**src/rtl/uart_pkg.sv**
```systemverilog
// Shared types and helpers for the buffered UART transmitter.
// Parity encoding, FSM state encoding and frame-length arithmetic.
package uart_pkg;

  typedef enum logic [1:0] {
    PAR_NONE = 2'd0,
    PAR_EVEN = 2'd1,
    PAR_ODD  = 2'd2
  } parity_e;

  typedef enum logic [2:0] {
    ST_IDLE,
    ST_START,
    ST_DATA,
    ST_PARITY,
    ST_STOP
  } tx_state_e;

  // cfg_parity code 3 is reserved and behaves as no parity
  function automatic parity_e decode_parity(input logic [1:0] p);
    case (p)
      2'd1:    return PAR_EVEN;
      2'd2:    return PAR_ODD;
      default: return PAR_NONE;
    endcase
  endfunction

  function automatic int frame_bits(input int bpw, input parity_e par, input logic stop2);
    return 1 + bpw + ((par != PAR_NONE) ? 1 : 0) + (stop2 ? 2 : 1);
  endfunction

endpackage

```
**src/rtl/uart_tx_buffered_if.sv**
```systemverilog
// Valid/ready beat stream feeding the buffered UART transmitter.
interface uart_tx_buffered_if #(
  parameter int W_OUT = 16
) ();
  logic             s_valid;
  logic             s_ready;
  logic [W_OUT-1:0] s_data;

  modport master (output s_valid, output s_data, input s_ready);
  modport slave  (input s_valid, input s_data, output s_ready);
endinterface

```
**src/rtl/sync_fifo.sv**
```systemverilog
// Single-clock FIFO with registered full flag and level count.
// Empty is derived from the registered level, so a beat is never read in its write cycle.
module sync_fifo #(
  parameter int WIDTH = 16,
  parameter int DEPTH = 4
) (
  input  logic                     clk,
  input  logic                     rst,
  input  logic                     wr_en,
  input  logic [WIDTH-1:0]         wr_data,
  input  logic                     rd_en,
  output logic [WIDTH-1:0]         rd_data,
  output logic                     full,
  output logic                     empty,
  output logic [$clog2(DEPTH):0]   level
);
  localparam int AW = $clog2(DEPTH);
  localparam logic [AW:0] LVL_ONE  = (AW+1)'(1);
  localparam logic [AW:0] LVL_FULL = (AW+1)'(DEPTH);

  logic [WIDTH-1:0] mem [DEPTH];
  logic [AW-1:0]    wr_ptr_q, rd_ptr_q;
  logic [AW:0]      level_q, level_d;
  logic             full_q;
  logic             do_wr, do_rd;

  assign do_wr   = wr_en && !full_q;
  assign do_rd   = rd_en && (level_q != '0);
  assign rd_data = mem[rd_ptr_q];
  assign full    = full_q;
  assign empty   = (level_q == '0);
  assign level   = level_q;

  always_comb begin
    level_d = level_q;
    if (do_wr && !do_rd)      level_d = level_q + LVL_ONE;
    else if (!do_wr && do_rd) level_d = level_q - LVL_ONE;
  end

  always_ff @(posedge clk or posedge rst) begin
    if (rst) begin
      wr_ptr_q <= '0;
      rd_ptr_q <= '0;
      level_q  <= '0;
      full_q   <= 1'b0;
    end else begin
      if (do_wr) wr_ptr_q <= wr_ptr_q + AW'(1);
      if (do_rd) rd_ptr_q <= rd_ptr_q + AW'(1);
      level_q <= level_d;
      full_q  <= (level_d == LVL_FULL);
    end
  end

  always_ff @(posedge clk) begin
    if (do_wr) mem[wr_ptr_q] <= wr_data;
  end

endmodule

```
**src/rtl/uart_tx_buffered.sv**
```systemverilog
// Buffered UART transmitter: beats are queued in a FIFO and serialised word by word,
// LSB word first, with per-beat latched baud divisor, parity and stop-bit count.
module uart_tx_buffered
  import uart_pkg::*;
#(
  parameter int W_OUT         = 16,
  parameter int BITS_PER_WORD = 8,
  parameter int FIFO_DEPTH    = 4,
  parameter int W_DIV         = 16
) (
  input  logic                        clk,
  input  logic                        rst,
  uart_tx_buffered_if.slave           s_if,
  input  logic [W_DIV-1:0]            cfg_div,
  input  logic [1:0]                  cfg_parity,
  input  logic                        cfg_stop2,
  output logic                        tx,
  output logic                        busy,
  output logic [$clog2(FIFO_DEPTH):0] fifo_level
);
  localparam int NUM_WORDS = W_OUT / BITS_PER_WORD;
  localparam int BW        = $clog2(BITS_PER_WORD);
  localparam int WIW       = (NUM_WORDS > 1) ? $clog2(NUM_WORDS) : 1;
  localparam logic [W_DIV-1:0] DIV_ONE = W_DIV'(1);
  localparam logic [W_DIV-1:0] DIV_MIN = W_DIV'(2);

  function automatic logic [W_DIV-1:0] sat_div(input logic [W_DIV-1:0] d);
    return (d < DIV_MIN) ? DIV_MIN : d;
  endfunction

  tx_state_e        state_q, state_d;
  logic [W_DIV-1:0] cnt_q, cnt_d;
  logic [BW-1:0]    bit_q, bit_d;
  logic [WIW-1:0]   word_q, word_d;
  logic             stop_q, stop_d;
  logic             tx_q, tx_d;
  logic             ready_q;
  logic [W_OUT-1:0] sh_q, sh_d;
  logic             acc_q, acc_d;
  logic [W_DIV-1:0] div_q, div_d;
  parity_e          par_q, par_d;
  logic             stop2_q, stop2_d;

  logic             push, pop, bit_end;
  logic             fifo_full, fifo_empty;
  logic [W_OUT-1:0] head;
  logic [W_DIV-1:0] div_in;

  // ready is held low through reset and one edge beyond it
  assign s_if.s_ready = ready_q && !fifo_full;
  assign push         = s_if.s_valid && s_if.s_ready;
  assign div_in       = sat_div(cfg_div);
  assign bit_end      = (cnt_q == '0);
  assign tx           = tx_q;
  assign busy         = (state_q != ST_IDLE) || !fifo_empty;

  sync_fifo #(
    .WIDTH (W_OUT),
    .DEPTH (FIFO_DEPTH)
  ) u_fifo (
    .clk     (clk),
    .rst     (rst),
    .wr_en   (push),
    .wr_data (s_if.s_data),
    .rd_en   (pop),
    .rd_data (head),
    .full    (fifo_full),
    .empty   (fifo_empty),
    .level   (fifo_level)
  );

  always_comb begin
    state_d = state_q;
    cnt_d   = cnt_q;
    bit_d   = bit_q;
    word_d  = word_q;
    stop_d  = stop_q;
    tx_d    = tx_q;
    sh_d    = sh_q;
    acc_d   = acc_q;
    div_d   = div_q;
    par_d   = par_q;
    stop2_d = stop2_q;
    pop     = 1'b0;

    if (state_q != ST_IDLE && !bit_end) cnt_d = cnt_q - DIV_ONE;

    case (state_q)
      ST_IDLE: begin
        tx_d = 1'b1;
        if (!fifo_empty) pop = 1'b1;
      end
      ST_START: if (bit_end) begin
        state_d = ST_DATA;
        cnt_d   = div_q - DIV_ONE;
        bit_d   = '0;
        acc_d   = 1'b0;
        tx_d    = sh_q[0];
      end
      ST_DATA: if (bit_end) begin
        acc_d = acc_q ^ sh_q[0];
        sh_d  = sh_q >> 1;
        cnt_d = div_q - DIV_ONE;
        if (bit_q == BW'(BITS_PER_WORD - 1)) begin
          if (par_q == PAR_NONE) begin
            state_d = ST_STOP;
            stop_d  = 1'b0;
            tx_d    = 1'b1;
          end else begin
            state_d = ST_PARITY;
            tx_d    = (par_q == PAR_EVEN) ? acc_d : ~acc_d;
          end
        end else begin
          bit_d = bit_q + BW'(1);
          tx_d  = sh_q[1];
        end
      end
      ST_PARITY: if (bit_end) begin
        state_d = ST_STOP;
        stop_d  = 1'b0;
        cnt_d   = div_q - DIV_ONE;
        tx_d    = 1'b1;
      end
      ST_STOP: if (bit_end) begin
        if (stop2_q && !stop_q) begin
          stop_d = 1'b1;
          cnt_d  = div_q - DIV_ONE;
        end else if (word_q != WIW'(NUM_WORDS - 1)) begin
          // next word of the same beat is already at the bottom of the shifter
          word_d  = word_q + WIW'(1);
          state_d = ST_START;
          cnt_d   = div_q - DIV_ONE;
          tx_d    = 1'b0;
        end else if (!fifo_empty) begin
          pop = 1'b1;
        end else begin
          state_d = ST_IDLE;
          tx_d    = 1'b1;
        end
      end
      default: begin
        state_d = ST_IDLE;
        tx_d    = 1'b1;
      end
    endcase

    if (pop) begin
      sh_d    = head;
      div_d   = div_in;
      par_d   = decode_parity(cfg_parity);
      stop2_d = cfg_stop2;
      word_d  = '0;
      cnt_d   = div_in - DIV_ONE;
      state_d = ST_START;
      tx_d    = 1'b0;
    end
  end

  always_ff @(posedge clk or posedge rst) begin
    if (rst) begin
      state_q <= ST_IDLE;
      cnt_q   <= '0;
      bit_q   <= '0;
      word_q  <= '0;
      stop_q  <= 1'b0;
      tx_q    <= 1'b1;
      ready_q <= 1'b0;
    end else begin
      state_q <= state_d;
      cnt_q   <= cnt_d;
      bit_q   <= bit_d;
      word_q  <= word_d;
      stop_q  <= stop_d;
      tx_q    <= tx_d;
      ready_q <= 1'b1;
    end
  end

  always_ff @(posedge clk) begin
    sh_q    <= sh_d;
    acc_q   <= acc_d;
    div_q   <= div_d;
    par_q   <= par_d;
    stop2_q <= stop2_d;
  end

endmodule

```
**src/flat_wrapper.sv**
```systemverilog
// flat-port wrapper written by rule: the top's interface ports become plain ports
module uart_tx_buffered_flat import uart_pkg::*;
#(
  parameter int W_OUT         = 16,
  parameter int BITS_PER_WORD = 8,
  parameter int FIFO_DEPTH    = 4,
  parameter int W_DIV         = 16
)
  (clk, rst, cfg_div, cfg_parity, cfg_stop2, tx, busy, fifo_level, s_if_s_valid, s_if_s_data, s_if_s_ready);
  uart_tx_buffered_if #(.W_OUT(W_OUT)) s_if_i ();
  input  logic clk;
  input  logic rst;
  input  logic [W_DIV-1:0] cfg_div;
  input  logic [1:0] cfg_parity;
  input  logic cfg_stop2;
  output logic tx;
  output logic busy;
  output logic [$clog2(FIFO_DEPTH):0] fifo_level;
  input wire logic [$bits(s_if_i.s_valid)-1:0] s_if_s_valid;
  input wire logic [$bits(s_if_i.s_data)-1:0] s_if_s_data;
  output wire logic [$bits(s_if_i.s_ready)-1:0] s_if_s_ready;
  assign s_if_i.s_valid = s_if_s_valid;
  assign s_if_i.s_data = s_if_s_data;
  assign s_if_s_ready = s_if_i.s_ready;
  uart_tx_buffered #(.W_OUT(W_OUT), .BITS_PER_WORD(BITS_PER_WORD), .FIFO_DEPTH(FIFO_DEPTH), .W_DIV(W_DIV)) u_core (.clk(clk), .rst(rst), .s_if(s_if_i), .cfg_div(cfg_div), .cfg_parity(cfg_parity), .cfg_stop2(cfg_stop2), .tx(tx), .busy(busy), .fifo_level(fifo_level));
endmodule
```
**config.mk**
```make
export PLATFORM = sky130hd
export DESIGN_NAME = uart_tx_buffered_flat
export DESIGN_NICKNAME = d
export VERILOG_FILES = /design/src/rtl/uart_pkg.sv /design/src/rtl/uart_tx_buffered_if.sv /design/src/rtl/sync_fifo.sv /design/src/rtl/uart_tx_buffered.sv /design/src/flat_wrapper.sv
export SDC_FILE = /design/constraint.sdc
export NUM_CORES = 1
export LEC_CHECK = 0
export ABC_AREA = 0
export BUFFER_PORTS_ARGS = -buffer_cell sky130_fd_sc_hd__buf_2
export CORE_MARGIN = 3
export CORE_UTILIZATION = 65
export DETAILED_ROUTE_END_ITERATION = 7
export PLACE_DENSITY = 0.85
export SYNTH_ARGS = -nofsm -noshare
export SYNTH_HDL_FRONTEND = slang
export SYNTH_SLANG_ARGS = --single-unit
```
**constraint.sdc**
```tcl
create_clock -name clk -period 5.8 [get_ports clk]
set_clock_uncertainty 0.1 [all_clocks]
set_input_delay 0.58 -clock clk [delete_from_list [all_inputs] [get_ports clk]]
set_output_delay 0.58 -clock clk [all_outputs]
set_load 0.02 [all_outputs]
```
Yosys cells after proc, flatten, opt, wreduce, memory -nomap -nowiden
Memories as Yosys holds them, arrays and structs flattened.
Cells that the tools add are included.
- memories kept: 1
- register bits: 70
- RAM bits: 64
- bits of input ports: 38
- latch bits: 0
- memory bits (read-only): 0
- output and inout port bits: 6
- word-level logic and storage cells: 151
- bitwise logic cells: 2
- magnitude comparators: 1
- muxes and demuxes: 62
- equal/unequal tests: 26
- div/mod/pow operators: 0
- $mul: 0
- shifts and indexed selects: 0
- reductions and logical operators: 34
- $add $sub $neg: 9
- memory list (name ; depth ; bits a word ; rd ports ; clocked after Yosys merged registers in ; write ports ; line ; RTL):
    u_core.u_fifo.mem ; 4 ; 16 ; 1 ; 0 ; 1 ; sync_fifo.sv:21 ; logic [WIDTH-1:0] mem [DEPTH];
- operators with widths (cell ; count):
    two-way mux 16 bit ; 10
    subtractor 16 x 1 -> 16 bit (second input constant) ; 3
    two-way mux 3 bit ; 15
    one-hot mux 16 bit (2 select lines) ; 1
    two-way mux 1 bit ; 29
    zero test 16 bit ; 1
    less-than comparator 16 x 2 -> 1 bit (second input constant) ; 1
    inequality test 3 x 2 -> 1 bit (second input constant) ; 5
    one-hot mux 3 bit (5 select lines) ; 1
    inequality test 2 x 1 -> 1 bit (second input constant) ; 7
    equality test 3 bit (second input constant) ; 3
    nonzero test 3 bit ; 3
    logical AND 1 bit ; 8
    AND reduction 8 bit ; 1
    nonzero test 2 bit ; 4
    AND reduction 7 bit ; 1
    adder 3 x 1 -> 3 bit (second input constant) ; 2
    equality test 3 x 2 -> 1 bit (second input constant) ; 2
    zero test 1 bit ; 6
    zero test 3 bit ; 2
    inequality test 2 bit (second input constant) ; 3
    one-hot mux 3 bit (2 select lines) ; 1
    AND reduction 3 bit ; 2
    AND reduction 6 bit ; 1
    19 further kinds ; 22

Longest topological paths before layout
Gate-level depths: netlist of run 1.
- word-level depth: 11
- gate-level depth with buffers: 11
- depth with buffers taken out: 10

Hierarchy
From an unflattened synthesis of run 1, not the netlist that was laid out.
- cell total of the unflattened synthesis: 547
- area total of the unflattened synthesis: 6627.6 um2
- modules (own cells, without submodules) (module ; area each (um2) ; instances ; seq. area each (um2) ; cells an instance):
    uart_tx_buffered ; 3758.6 ; 1 ; 1732.9 ; 404
    sync_fifo ; 2869.0 ; 1 ; 2122.0 ; 143

Worst setup path before layout of run 1
No wires, ideal clock.
- path type: in2reg
- start: in cfg_div[14]
- end: reg u_core.cnt_q[8]
- buffers on the path: 0
- library setup time: 0.124 ns
- arrival: 2.654 ns
- data required time: 5.576 ns
- cell stages on the path: 9
- path slack: 2.923 ns
- cell sequence: or4_1 -> or4_1 -> o21ai_1 -> ha_1 -> nand2b_1 -> nor4_1 -> xnor2_1 -> nand2_1 -> o31a_1
- word-level cells in the longest chain between the ends: 4
- ends and longest elaborated chain (element ; line ; RTL):
    from (decl) ; flat_wrapper.sv:13 ; input logic [W_DIV-1:0] cfg_div;
    less-than comparator 16 x 2 -> 1 bit ; uart_tx_buffered.sv:28 ; return (d < DIV_MIN) ? DIV_MIN : d;
    two-way mux 16 bit ; uart_tx_buffered.sv:28 ;
    subtractor 16 x 1 -> 16 bit ; uart_tx_buffered.sv:153 ; cnt_d = div_in - DIV_ONE;
    two-way mux 16 bit ; uart_tx_buffered.sv:147 ; if (pop) begin
    net u_core.cnt_d[8] ; uart_tx_buffered.sv:32 ; logic [W_DIV-1:0] cnt_q, cnt_d;
    to (signal assigned) ; uart_tx_buffered.sv:170 ; cnt_q <= cnt_d;
    to (decl) ; uart_tx_buffered.sv:32 ;
The timed path passes the listed nets, and every way through them passes these cells.
A chain may end at the register's enable or synchronous reset.

Final worst setup path of run 1
- start: reg u_core.cnt_q[10]
- end: reg u_core.u_fifo.full_q, in the netlist u_core.u_fifo.full
- word-level cells in the longest chain between the ends: 8
- elaborated cells between the ends (all ways): 10
- classes of those cells: 1 x eq/ne; 4 x mux; 5 x reduce/logical
- ends and longest elaborated chain (element ; line ; RTL):
    zero test 16 bit * ; uart_tx_buffered.sv:53 ; assign bit_end = (cnt_q == '0);
    two-way mux 1 bit * ; uart_tx_buffered.sv:124 ; ST_STOP: if (bit_end) begin
    one-hot mux 1 bit (2 select lines) * ; uart_tx_buffered.sv:88 ; case (state_q)
    logical AND 1 bit * ; sync_fifo.sv:28 ; assign do_rd = rd_en && (level_q != '0);
    logical AND 1 bit or zero test 1 bit (tied branches) ; sync_fifo.sv:37, sync_fifo.sv:36 ;
    two-way mux 3 bit or logical AND 1 bit (tied branches) ; sync_fifo.sv:37, sync_fifo.sv:36 ;
    two-way mux 3 bit * ; sync_fifo.sv:36 ; if (do_wr && !do_rd) level_d = level_q + LVL_ONE;
    equality test 3 bit * ; sync_fifo.sv:50 ; full_q <= (level_d == LVL_FULL);
    to (signal assigned) ; sync_fifo.sv:50 ;
    to (decl) ; sync_fifo.sv:24 ; logic full_q;
Mark *: on every way between the ends. The rest lies on a longest branch, timed or not.

==> run metrics, run 1 <==
non-filler cells, final=691; final hold vios=0; Critical Path RT=slightly above 6000 ps; simple logic cell fraction of the synthesized area=0.1492; Finished Cell Area=between 7000 and 8000 µm²; RSZ-0062 raised after global routing=no; number of port buffers=between 40 and 50; register area share after synthesis=0.5993; Initial Util=0.6832; Worst Path Arrival=between 4000 and 5000 ps; maximum root-to-sink buffer count=2; Post-CTS Setup Repair Bufs=0; Synth Area in Compound Gates=0.07255; Worst Setup End Kind=flip-flop; H-Tree Level Count=4; final setup vio count=0; Peak VDD IR=0.4350 mV; EDFF count, synth=100; max-slew violation count=0; Final period util=0.6581; multi-input logic area=~2400 µm²; Clock transition at path regs=60 ps; TNS Setup=0 ps; yosys warns=0; vias in the first global route=~4200; Max Cap Violations=0; FMAX=between 200 and 300 MHz; kind of critical path=reg -> reg; Avg Cell Area, Syn=approximately 12 µm²; CTS tree=yes; CTS Root Cell=clkbuf_8; Overall Global Routing Usage=0.2490; DRT antenna net count=0; Horiz. Die Dim=between 100 and 150 µm; Leak=between 2 and 3 nW; post-synthesis cell count=between 500 and 600; Worst Setup SP=u_core.cnt_q[10]$_DFF_PP0_; Vias/cell=around 6; drt first pass iters=4; Slew @ Worst Pin=1078 ps; Placed Cells incl. Taps=~660; Main synth FF type=edfxtp_1; reg2reg start=u_core.cnt_q[10]$_DFF_PP0_; RD Place Congestion=~0.9; Die Y=~110 µm; hold_buf cts=0; final wirelength=between 10000 and 15000 µm; highest-count cells in the layout ignoring fill and taps=edfxtp_1, nand2_1, buf_2, nor2_1, dfrtp_1; Fillers=~570; total grt overflow=0; Resize count post-CTS=0; post-DR wirelength/cell=18.48 µm; Power Density=~370 nW/µm²; post-DP HPWL=slightly above 8000 µm; area growth from synthesis to layout=12.59%; post-synthesis adder-cell area fraction=0.02334; mux cell area share after synthesis=0.06594; FF/Latch Area=around 3900 µm²; num rows=35; via count=approximately 4000; Num CTS Buffers=17; worst min path class=in -> async; largest net degree at the start of global routing=48; total power draw=2.670 mW; Die Area=about 11000 µm²; core area=roughly 9400 µm²; first-pass GRT wire length=approximately 21000 µm; CTS sink cnt=134; fin crit period=roughly 3800 ps; Clk Latency, worst-skew pair=roughly 520 ps; fin util=0.7692; Residual DRC=0; Net Count, Synth=~570; largest family of logic cells by synthesized area=simple AND/OR/NAND/NOR gates; DR iter-0 viols=around 260; path depth of the worst reg2reg path=8; Synth Register Bits=between 100 and 150; synthesized area=roughly 6400 µm²; layout cells sized above 1=0.1975; NumNets Final=about 600; commonest non-fill, non-tap cell in the layout=edfxtp_1; CP Max Fanout=47; Area after DPL=approximately 6700 µm²; Post-Synth XOR/XNOR Area=0.05719; outcome=finished, final reports clean; CP Launch Type=flip-flop; fraction of registers with async set/reset=0.2537; initial antenna violation count=0; I/O pin total=44; Distinct cells, synth=a little over 60; Inserted Diodes=0; slew margin rel.=0.2810
[power breakdown]
group | switching (mW) | total [mW] | internal, mW
Combinational | 0.213 | 0.391 | 0.178
Sequential | 0.103 | 1.25 | 1.15
Clock | 0.440 | 1.03 | 0.586
[critical path, cell delays in order, from the launching register on]
cell       delay (ps)
dfrtp_1           440
nor4_1            580
nand4_1           490
o21a_1            640
clkinv_2          620
buf_4             420
a21oi_1           100
nor2_1            140
a2bb2oi_1         180
[layer usage]
metal | part of all wire | global-route usage | vias up
li1 | - | - | 1956
met1 | 0.40 | 0.3022 | 2008
met2 | 0.52 | 0.4221 | 133
met3 | 0.058 | 0.06124 | 23
met4 | 0.021 | 0.1125 | 0
met5 | 0 | 0 | -
[cell usage after synthesis, types with 2 or more instances]
library cell	instances	area (µm²)
a211oi_1	13	97.59
a21boi_0	3	22.52
a21oi_1	15	75.07
a22o_1	2	17.52
a31oi_1	8	50.05
and2_1	2	12.51
and3_1	6	37.54
and4_1	2	17.52
buf_1	2	7.510
buf_2	4	20.02
buf_4	5	37.54
clkbuf_1	23	86.33
dfrtp_1	33	825.8
edfxtp_1	100	3003
ha_1	12	150.1
inv_1	13	48.80
mux2_2	3	33.78
mux2i_1	3	30.03
mux4_2	16	360.4
nand2_1	72	270.3
nand2b_1	10	62.56
nand3_1	4	20.02
nand3b_1	2	15.01
nand4_1	3	18.77
nand4b_1	2	17.52
nor2_1	37	138.9
nor2b_1	3	18.77
nor3_1	18	90.09
nor3_2	2	20.02
nor3b_1	2	15.01
nor4_1	8	50.05
o211ai_1	2	15.01
o21a_1	2	15.01
o21ai_0	7	35.03
o21ai_1	2	10.01
o31a_1	2	17.52
o31ai_1	3	22.52
or2_2	2	12.51
or3_1	5	31.28
or3_4	2	22.52
or4_1	4	30.03
xnor2_1	23	201.4
xor2_1	19	166.4
[path summary, 6_finish.rpt]
kind | end | slack, ps
hold reg to reg | u_core.sh_q[7]$_DFFE_PP_ | 420
max in group asynchronous | u_core.tx$_DFFE_PP1P_ | 5200
setup / recovery | u_core.u_fifo.full$_DFF_PP0_ | 1980
setup reg to reg | u_core.u_fifo.full$_DFF_PP0_ | 1980
hold / removal | u_core.u_fifo.wr_ptr_q[1]$_DFFE_PP0P_ | 50
min in group clk | u_core.stop2_q$_DFFE_PN_ | 130
[cell type report]
class,count,area share
clock buffers,17,0.05719
clock inverters,15,0.02142
inverters,14,0.007429
multi-input cells,337,0.3276
flip-flops and latches,134,0.5323
well taps,129,0.02229
repair buffers,45,0.03179
[cell families after synthesis]
family	after synthesis
AOI/OAI and AO/OA	69
xor gates and xnor gates	42
adders and majority gates	12
buffers and inverters	48
DFF	134
muxes	22
other	1
and+or+nand+nor	191
[flip-flops by register name, summed over array words and instances (netlist names), 2 cells and up]
register	cells
u_core.bit_q	3
u_core.cnt_q	16
u_core.div_q	16
u_core.par_q	2
u_core.sh_q	16
u_core.state_q	3
u_core.u_fifo.level	3
u_core.u_fifo.mem	64
u_core.u_fifo.rd_ptr_q	2
u_core.u_fifo.wr_ptr_q	2
[metrics by stage]
step / hold WS (ps) / setup WS (ps)
2_1_floorplan: 377.1 / 2923
3_3_place_gp: 391.4 / 2092
3_5_place_dp: 397.8 / 2002
4_1_cts: 53.60 / 2021
5_1_grt: 85.56 / 1660
6_report: 54.08 / 1983
No activity file was read; power rests on OpenSTA's default activity.
==> run 2, diff against run 1 <==
CORE_UTILIZATION = 60   (was 65)
PLACE_DENSITY = 0.79   (was 0.85)
clock period = 3.6 ns   (was 5.8 ns; I/O delays follow)
==> run 2 against run 1 <==
Net effect:
- critical path depth up 3
- worst setup slack got worse by 1500 ps
- non-clock buffer count grew 37
- sequential cell count stayed put
- combinational power is 68% higher
- first-iteration DRC count grew 53%
- global-route usage rose by 0.072 points
- cell count rose by 6.4%
- clock power grew 54%
==> run metrics, run 2 (same netlist as run 1, synthesis figures left out) <==
outcome=finished, final reports clean; Critical Path RT=3910 ps (-2230 ps); CP most frequent cell=or4_1; reg2reg start=u_core.cnt_q[10]$_DFF_PP0_; total power draw=4.251 mW (+59%); kind of critical path=in -> reg; RSZ-0062 raised after global routing=no; Resize count post-CTS=0 (unchanged); H-Tree Level Count=4 (unchanged); first-pass GRT wire length=22220 µm (+5.4%); RD Place Congestion=0.8872 (-1.0%); total grt overflow=0 (unchanged); fin crit period=around 3100 ps; Placed Cells incl. Taps=669 (+1.5%); I/O pin total=44 (unchanged); area growth from synthesis to layout=18.11%; post-DR wirelength/cell=17.94 µm (-2.9%); Slew @ Worst Pin=875.7 ps (-202.8 ps); CTS Root Cell=clkbuf_8; hold path start=cfg_div[1]; Inserted Diodes=0 (unchanged); CP Max Fanout=7 (-85%); largest reg by FF count=u_core.u_fifo.mem; Worst Path Arrival=3420 ps (-740 ps); Leak=2.824 nW (+5.0%); drt first pass iters=5 (+1); largest net degree at the start of global routing=38 (-21%); via count=4265 (+3.5%); Worst Setup End Kind=flip-flop; worst min path class=in -> reg; Horiz. Die Dim=109.5 µm (+3.8%); non-filler cells, final=735 (+6.4%); Die Y=109.5 µm (+3.8%); post-route setup slack=491.1 ps (-1492 ps); final hold vios=0 (unchanged); vias in the first global route=4473 (+5.5%); Worst Setup SP=cfg_div[13]; Peak VDD IR=0.7726 mV (+78%); Power Density=559.5 nW/µm² (+52%); setup slack at placement=513.6 ps (-1489 ps); post-DP HPWL=8454 µm (+2.3%); Residual DRC=0 (unchanged); Crit path max-delay family=simple AND/OR/NAND/NOR gates; CTS sink cnt=134 (unchanged); Buf+Inv Stages, Crit Path=2 (unchanged); Final period util=0.8636; critical path cell sequence=dlygate4sd3_1 > buf_2 > or4_1 > or4_1 > o21ai_1 > ha_1 > nand2b_1 > nor4_1 > xnor2_1 > nand2_1 > o31a_1; Vias/cell=5.803 (-2.7%); core area=10370 µm² (+10%); Area after DPL=6716 µm² (+0.66%); highest-count cells in the layout ignoring fill and taps=edfxtp_1, nand2_1, buf_2, nor2_1, dlygate4sd3_1; layout cells sized above 1=0.1853 (-0.01220); NumNets Final=636 (+6.2%); FMAX=roughly 320 MHz; Clk Latency, worst-skew pair=530 ps (about the same); DR iter-0 viols=392 (+53%); CP max-delay cell=or4_1; Largest register FFs=64 (unchanged); DRT antenna net count=0 (unchanged); maximum root-to-sink buffer count=2 (unchanged); Num CTS Buffers=17 (unchanged); max-slew violation count=0 (unchanged); TNS Setup=0 ps (unchanged); number of port buffers=43 (unchanged); CP max stage delay=550 ps (-90 ps); Post-CTS Setup Repair Bufs=0 (unchanged); Overall Global Routing Usage=0.2497 (+0.0007204); slew margin rel.=0.4162 (+0.1352); initial antenna violation count=0 (unchanged); commonest non-fill, non-tap cell in the layout=edfxtp_1; Die Area=12000 µm² (+7.8%); CP Launch Type=input pin; num rows=37 (+5.7%); CTS tree=yes; Finished Cell Area=7597 µm² (+4.9%); Max Cap Violations=0 (unchanged); final wirelength=13190 µm (+3.3%); final setup vio count=0 (unchanged); Clock transition at path regs=60 ps (about the same); Initial Util=0.6203 (-0.06289)
[run 2: cell count changes in the layout (fill, tap and decap cells not counted)]
cell / change
buf_12: +1
clkinv_4: -3
clkbuf_1: +1
inv_8: -3
clkinv_2: +1
buf_4: +2
clkinv_1: +2
dlygate4sd3_1: +34
clkinvlp_4: +2
[run 2: metal layers]
metal  vias to the layer above  wire length (µm)  track usage
met4                         0               218      0.08638
met3                        19               754      0.07457
met1                      2078              5420       0.3159
met2                       130              6791       0.4124
met5                         -                 0            0
li1                       2038                 -            -
[run 2: report_power, final]
group          switching (mW)  internal, mW
registers               0.148          1.85
logic                   0.349         0.309
clock network           0.672         0.920
total                    1.17          3.08
[run 2: final timing paths]
path                                                endpoint  slack [ps]  cells past startpoint
worst min-delay path               u_core.div_q[1]$_DFFE_PN_          50                      3
max in group asynchronous              u_core.tx$_DFFE_PP1P_        2660                      4
min in group asynchronous       u_core.u_fifo.full$_DFF_PP0_         370                      4
worst max-delay path               u_core.cnt_q[8]$_DFF_PP0_         490                     11
worst max register to register    u_core.cnt_q[15]$_DFF_PP0_         700                      5
worst min register to register      u_core.sh_q[1]$_DFFE_PP_         410                      2
[run 2: area by class of cell]
class / count / area [µm²]
Sequential cell: 134 / 3855
Fill cell: 672 / 2773
Multi-Input combinational cell: 337 / 2372
Timing Repair Buffer: 82 / 605.6
Clock buffer: 18 / 417.9
Tap cell: 136 / 170.2
Clock inverter: 14 / 122.6
Inverter: 14 / 53.80
[run 2: repair_timing]
action	4_1_cts	5_1_grt
endpoints found under the hold margin	114	0
setup endpoints to repair	0	0
hold buffers	34	0
[run 2: through the flow]
stage                     utilization  hold WS, ps
after floorplan                     -        358.9
after global placement         0.6477        382.6
after detailed placement       0.6477        395.7
after CTS                      0.7326        31.77
after global routing           0.7326        34.98
final                          0.7326        54.29
[run 2: worst reg2reg max path, stage by stage (launching register included)]
cell	delay, ps
dfrtp_1	440
nor4_1	580
and4_1	560
o21a_1	630
a21oi_1	190
a31o_2	280
